$ cat src/rtl/fetch_stage_if.sv
// Instruction-memory bus between the fetch stage and an asynchronous ROM.
// The master drives the word address; the slave returns the word at that address in the same cycle.
interface fetch_stage_if;
  logic [15:0] imem_addr;
  logic [15:0] imem_rdata;

  modport master (output imem_addr, input  imem_rdata);
  modport slave  (input  imem_addr, output imem_rdata);
endinterface

$ cat src/rtl/fetch_stage.sv
// Instruction fetch stage: word-addressed PC, IF/ID register, and a RUN/HALT state machine.
// Redirects from EX flush IF/ID; load-use stalls from ID freeze the stage.
module fetch_stage #(
  parameter logic [15:0] RESET_PC    = 16'h0000,
  parameter logic [3:0]  HALT_OPCODE = 4'hF,
  parameter logic [15:0] NOP_INST    = 16'h0000
) (
  input  logic          clk,
  input  logic          rst,
  input  logic          stall,
  input  logic          redirect,
  input  logic [15:0]   redirect_pc,
  fetch_stage_if.master imem,
  output logic [15:0]   pc,
  output logic [15:0]   next_pc,
  output logic [15:0]   inst_id,
  output logic [15:0]   next_pc_id,
  output logic          valid_id,
  output logic          halted,
  output logic [15:0]   fetch_count
);

  typedef enum logic {RUN, HALT} state_t;

  state_t state;
  state_t state_nx;
  logic   is_halt;
  logic   advance;

  assign imem.imem_addr = pc;
  assign next_pc        = pc + 16'd1;
  assign is_halt        = (imem.imem_rdata[15:12] == HALT_OPCODE);
  assign advance        = (state == RUN) && !redirect && !stall;

  always_ff @(posedge clk) begin
    if (rst) state <= RUN;
    else     state <= state_nx;
  end

  always_comb begin
    state_nx = state;
    if (redirect)
      state_nx = RUN;
    else if (advance && is_halt)
      state_nx = HALT;
  end

  always_comb begin
    halted = (state == HALT);
  end

  // IF -> ID boundary
  always_ff @(posedge clk) begin
    if (rst) begin
      pc          <= RESET_PC;
      inst_id     <= NOP_INST;
      next_pc_id  <= 16'h0000;
      valid_id    <= 1'b0;
      fetch_count <= 16'h0000;
    end else if (redirect) begin
      pc       <= redirect_pc;
      inst_id  <= NOP_INST;
      valid_id <= 1'b0;
    end else if (state == HALT) begin
      inst_id  <= NOP_INST;
      valid_id <= 1'b0;
    end else if (!stall) begin
      // A halt word is still delivered, but the PC parks on it.
      pc          <= is_halt ? pc : next_pc;
      inst_id     <= imem.imem_rdata;
      next_pc_id  <= next_pc;
      valid_id    <= 1'b1;
      fetch_count <= fetch_count + 16'd1;
    end
  end

endmodule
$ cat src/flat_wrapper.sv
// flat-port wrapper written by rule: the top's interface ports become plain ports
module fetch_stage_flat 
#(
  parameter logic [15:0] RESET_PC    = 16'h0000,
  parameter logic [3:0]  HALT_OPCODE = 4'hF,
  parameter logic [15:0] NOP_INST    = 16'h0000
)
  (clk, rst, stall, redirect, redirect_pc, pc, next_pc, inst_id, next_pc_id, valid_id, halted, fetch_count, imem_imem_addr, imem_imem_rdata);
  fetch_stage_if imem_i ();
  input  logic clk;
  input  logic rst;
  input  logic stall;
  input  logic redirect;
  input  logic [15:0] redirect_pc;
  output logic [15:0] pc;
  output logic [15:0] next_pc;
  output logic [15:0] inst_id;
  output logic [15:0] next_pc_id;
  output logic valid_id;
  output logic halted;
  output logic [15:0] fetch_count;
  output wire logic [$bits(imem_i.imem_addr)-1:0] imem_imem_addr;
  input wire logic [$bits(imem_i.imem_rdata)-1:0] imem_imem_rdata;
  assign imem_imem_addr = imem_i.imem_addr;
  assign imem_i.imem_rdata = imem_imem_rdata;
  fetch_stage #(.RESET_PC(RESET_PC), .HALT_OPCODE(HALT_OPCODE), .NOP_INST(NOP_INST)) u_core (.clk(clk), .rst(rst), .stall(stall), .redirect(redirect), .redirect_pc(redirect_pc), .imem(imem_i), .pc(pc), .next_pc(next_pc), .inst_id(inst_id), .next_pc_id(next_pc_id), .valid_id(valid_id), .halted(halted), .fetch_count(fetch_count));
endmodule
$ cat config.mk
export PLATFORM = sky130hd
export DESIGN_NAME = fetch_stage_flat
export DESIGN_NICKNAME = d
export VERILOG_FILES = /design/src/rtl/fetch_stage_if.sv /design/src/rtl/fetch_stage.sv /design/src/flat_wrapper.sv
export SDC_FILE = /design/constraint.sdc
export NUM_CORES = 1
export LEC_CHECK = 0
export CAP_MARGIN = 20
export CORE_ASPECT_RATIO = 1.75
export CORE_MARGIN = 2
export CORE_UTILIZATION = 39
export CTS_CLUSTER_DIAMETER = 80
export DETAILED_ROUTE_END_ITERATION = 6
export PLACE_DENSITY = 0.84
export SLEW_MARGIN = 20
export SYNTH_ARGS = -nofsm -noshare
export SYNTH_HDL_FRONTEND = slang
export SYNTH_SLANG_ARGS = --single-unit
$ cat constraint.sdc
create_clock -name clk -period 1.9 [get_ports clk]
set_clock_uncertainty 0.1 [all_clocks]
set_input_delay 0.38 -clock clk [delete_from_list [all_inputs] [get_ports clk]]
set_output_delay 0.38 -clock clk [all_outputs]
set_load 0.05 [all_outputs]
==> results.txt <==
----------------------------------------------------
[Status]
  Result of the run ... finished, violations left
  Failing checks ... setup timing

[Power and ir drop]
  Static power due to leakage ... roughly 2.5 nW
  Combinational cell fraction of total power ... between 20% and 30%
  Switching component of the power ... between 1 and 1.5 mW
  Power Density ... roughly 730 mW/mm2
  Cell internal pwr ... between 2 and 3 mW
  Worst VDD drop ... approximately 0.77 mV
  Power share of the sequential group ... a little over a third
  Clock power frac ... 37.7%
  Switch share ... roughly a third

[Critical path]
  Category of the worst setup path capture point ... primary output
  WS Path Type ... reg -> out
  Worst EP required ... 1.42 ns
  Worst R2R Path Depth ... 6
  Worst reg-to-reg setup slack ... -0.04 ns
  Slowest CP cell ... sky130_fd_sc_hd__dfxtp_4
  CP cell instances ... ha_4 -> and3_4 -> nand4_1 -> buf_4 -> xnor2_4 -> buf_12
  Worst r2r dst ... u_core.imem.imem_addr[7]$_SDFFE_PP0P_
  Maximum fanout encountered on the critical timing path ... 3
  Beginning of the worst register-to-register path ... u_core.imem.imem_addr[0]$_SDFFE_PP0P_
  Kind of start point of the critical path ... flip-flop
  Buffering stage count on the worst path with inverters included ... 2
  Critical path's largest stage delay ... about 0.36 ns
  Top delay family on crit path ... flip-flops
  Arrival time at the worst endpoint ... ~1.7 ns

[Drt]
  Post-detailed-routing wire length ... around 13,000 um
  Number of iterations in the first detailed-routing pass ... 6
  Via count of the routed design ... 3,850
  Number of nets with antenna violations after routing ... 0
  Iteration-0 DRC count of the detailed router ... 409
  Routed WL per cell ... 20.34 um
  Vias per inst ... between 5 and 6
  DRC ... 0

[Min path]
  Path category of the worst min-delay check ... in -> reg
  Capture endpoint of the worst hold path ... u_core.fetch_count[0]$_SDFFE_PP0P_
  Min-Delay Startpoint ... rst
  Number of cells traversed by the worst hold path ... 2

[Yosys]
  Top post-synthesis cells by area ... sky130_fd_sc_hd__dfxtp_1 42%, sky130_fd_sc_hd__nor2_1 7.1%, sky130_fd_sc_hd__xnor2_1 5.3%
  Proportion of synthesized flip-flops having asynchronous set or reset ... 0%
  Most numerous cell in the Yosys netlist ... sky130_fd_sc_hd__dfxtp_1
  Number of synthesized flops with an enable pin ... 0
  Main flop type after synthesis ... sky130_fd_sc_hd__dfxtp_1
  Share of the yosys chip area belonging to registers ... 41.92%
  Post-synthesis cell type count ... 45
  Cell area after technology mapping ... 0.003152 mm2
  Average instance area after synthesis ... approximately 8.6 um2
  Commonest cells post-synth ... 66 x sky130_fd_sc_hd__dfxtp_1, 60 x sky130_fd_sc_hd__nor2_1, 23 x sky130_fd_sc_hd__nand2_1, 19 x sky130_fd_sc_hd__xnor2_1
  Synthesized netlist net count ... a little over 400
  Portion of synthesized cell area occupied by the leading cell type ... a little over two fifths
  Cell taking the most area after synthesis ... sky130_fd_sc_hd__dfxtp_1
  Number of storage elements in the synthesis netlist ... between 60 and 70
  Number of instances in the synthesized netlist ... between 300 and 400
  Synth Warn # ... 0

[Floorplan]
  Die span in y ... about 120 um
  Std cell rows ... 43
  Initial core utilization ... between 30% and 40%
  DIE AREA ... slightly below 0.009 mm2
  I/O pin count ... roughly 130
  Area of the core region ... between 0.007 and 0.008 mm2
  Horizontal die dimension ... 71.96 um

[Timing]
  RSZ-0062 raised after global routing ... yes
  Hold Violations, Final ... 0
  Final Cycle Share ... 116.9%
  F_max ... about 0.45 GHz
  Slew Limit Headroom ... 72.42%
  Setup violations, final ... 16
  Number of max-slew violations in the final report ... 0
  Worst-Margin Slew ... approximately 0.41 ns
  Final Critical Period ... roughly 2.2 ns
  Least setup slack across all paths after layout ... -0.3219 ns

[Finish]
  Fill cells ... a little under 500
  Final layout net count ... ~600
  Share of final-layout standard cells stronger than drive strength 1 ... 48.23%
  Diode count ... 0
  Layout overhead on the synthesized area ... 84.60%
  Post-Layout Inst Area ... between 0.005 and 0.006 mm2
  Finished Layout Cells ... around 650

[Clock network]
  Cell at the root of the clock tree ... sky130_fd_sc_hd__clkbuf_16
  Hold_buf cts ... 0
  Number of sinks handled by clock tree synthesis ... 66
  Clock latency at the later pin of the worst-skew pair ... 0.35 ns
  CTS tree ... yes
  Number of H-tree branching levels ... 3
  Clock slew seen by the registers of the worst setup and hold paths ... around 0.06 ns
  CTS max path bufs ... 2
  Number of clock buffers inserted by TritonCTS ... 9

[Job]
  Maximum Capacitance Violations ... 0

[Global routing]
  Largest net degree at the start of global routing ... 19
  Final global-route overflow total ... 0
  First-pass GRT wire length ... 18,860 um
  Total track usage ... roughly 28%
  Vias in the first global route ... 3,773
  Initial antenna violation count ... 0

[Placement]
  Post-placement cell count ... about 600
  Pre-CTS setup slack ... -0.3381 ns
  Placed Instance Area ... about 0.0050 mm2
  GP Congestion ... between 0.8 and 0.9
  HPWL after detailed placement ... around 7700 um
  Number of input and output port buffers inserted ... between 100 and 150

----------------------------------------------------
## cells in the final DEF (no fill, tap or decap), types with 3 or more instances in the layout
cell type	count
sky130_fd_sc_hd__a211oi_1	5
sky130_fd_sc_hd__a21oi_1	12
sky130_fd_sc_hd__a22oi_1	3
sky130_fd_sc_hd__a31oi_1	7
sky130_fd_sc_hd__and3_1	4
sky130_fd_sc_hd__and4_1	3
sky130_fd_sc_hd__buf_12	19
sky130_fd_sc_hd__buf_4	152
sky130_fd_sc_hd__buf_6	11
sky130_fd_sc_hd__clkbuf_16	9
sky130_fd_sc_hd__clkdlybuf4s50_1	32
sky130_fd_sc_hd__clkinvlp_4	3
sky130_fd_sc_hd__dfxtp_1	39
sky130_fd_sc_hd__dfxtp_2	19
sky130_fd_sc_hd__dfxtp_4	8
sky130_fd_sc_hd__inv_1	5
sky130_fd_sc_hd__mux2i_1	16
sky130_fd_sc_hd__nand2_1	20
sky130_fd_sc_hd__nand2_4	3
sky130_fd_sc_hd__nand3_1	7
sky130_fd_sc_hd__nand3_2	5
sky130_fd_sc_hd__nand4_1	11
sky130_fd_sc_hd__nor2_1	59
sky130_fd_sc_hd__nor3_1	10
sky130_fd_sc_hd__o21a_1	7
sky130_fd_sc_hd__o21ai_0	3
sky130_fd_sc_hd__o21ai_1	3
sky130_fd_sc_hd__o311ai_1	4
sky130_fd_sc_hd__or3_1	10
sky130_fd_sc_hd__xnor2_1	8
sky130_fd_sc_hd__xnor2_4	10
sky130_fd_sc_hd__xor2_1	4
## worst max path at each step
stage	slack, ns	cells after the start	to	startpoint
3_3_place_gp	-0.28	5	u_core.fetch_count[3]$_SDFFE_PP0P_	stall
2_1_floorplan	-0.17	5	next_pc[12]	u_core.imem.imem_addr[4]$_SDFFE_PP0P_
5_1_grt	-0.38	6	next_pc[12]	u_core.imem.imem_addr[1]$_SDFFE_PP0P_
6_report	-0.32	6	next_pc[12]	u_core.imem.imem_addr[1]$_SDFFE_PP0P_
3_5_place_dp	-0.34	6	u_core.imem.imem_addr[8]$_SDFFE_PP0P_	stall
4_1_cts	-0.26	5	next_pc[6]	u_core.imem.imem_addr[1]$_SDFFE_PP0P_
## what timing repair did
action / in CTS / in global routing
pin swaps: 19 / 16
gates resized for setup: 32 / 27
gates cloned: 0 / 1
endpoints found under the hold margin: 0 / 0
endpoints found under the setup margin: 21 / 36
setup buffers: 25 / 14
## state kept, by name, summed over array words and instances (netlist names)
register and count:
u_core.valid_id 1, u_core.imem.imem_addr 16, u_core.next_pc_id 16, u_core.fetch_count 16
u_core.halted 1, u_core.inst_id 16
## routing by layer
metal / up-vias / GRT usage [%] / wire length [um]
li1: 1670 / - / -
met1: 1830 / 28.84 / 4476
met2: 261 / 49.77 / 6902
met3: 89 / 5.623 / 911
met4: 0 / 20.05 / 1010
met5: - / 0 / 0
## power groups by stage
stage / clock, mW / combinational [mW] / sequential (mW)
3_3_place_gp: 0 / 1.02 / 1.51
3_5_place_dp: 0 / 1.03 / 1.51
5_1_grt: 1.67 / 1.20 / 1.50
2_1_floorplan: 0 / 0.407 / 1.73
6_report: 1.61 / 1.16 / 1.50
4_1_cts: 1.58 / 1.09 / 1.49
## logic make-up (layout without fill, tap and decap cells)
| kind of cell | count (synthesis) | count (layout) | synth area share [%] |
|---|---|---|---|
| buf+inv | 45 | 242 | 7.582 |
| compound gates | 57 | 57 | 12.35 |
| mux | 17 | 17 | 5.558 |
| flops | 66 | 66 | 41.92 |
| xor+xnor | 25 | 25 | 6.947 |
| fa+ha+maj | 2 | 2 | 0.7938 |
| simple gates | 155 | 155 | 24.85 |
## layout make-up
class	instances	area (um2)	share of cell area, %
well taps	90	112.6	1.935
flip-flops and latches	66	1375	23.63
inverters	6	26.28	0.4516
repair buffers	219	2026	34.82
clock inverters	6	40.04	0.6882
multi-input cells	256	1994	34.28
clock buffers	10	239.0	4.108
repair inverters	1	5.005	0.08602
## per-stage QoR
step	utilization (%)	TNS, ns	hold slack, ns	power, mW
global placement	63.68	-8.165	0.3392	2.528
floorplan	-	-1.229	0.4144	2.138
CTS	71.24	-2.560	0.2079	4.152
detailed placement	63.68	-10.36	0.3494	2.543
finish	73.56	-3.184	0.2594	4.266
global route	73.56	-3.786	0.2790	4.368
Power figures use the tool's default switching activity.
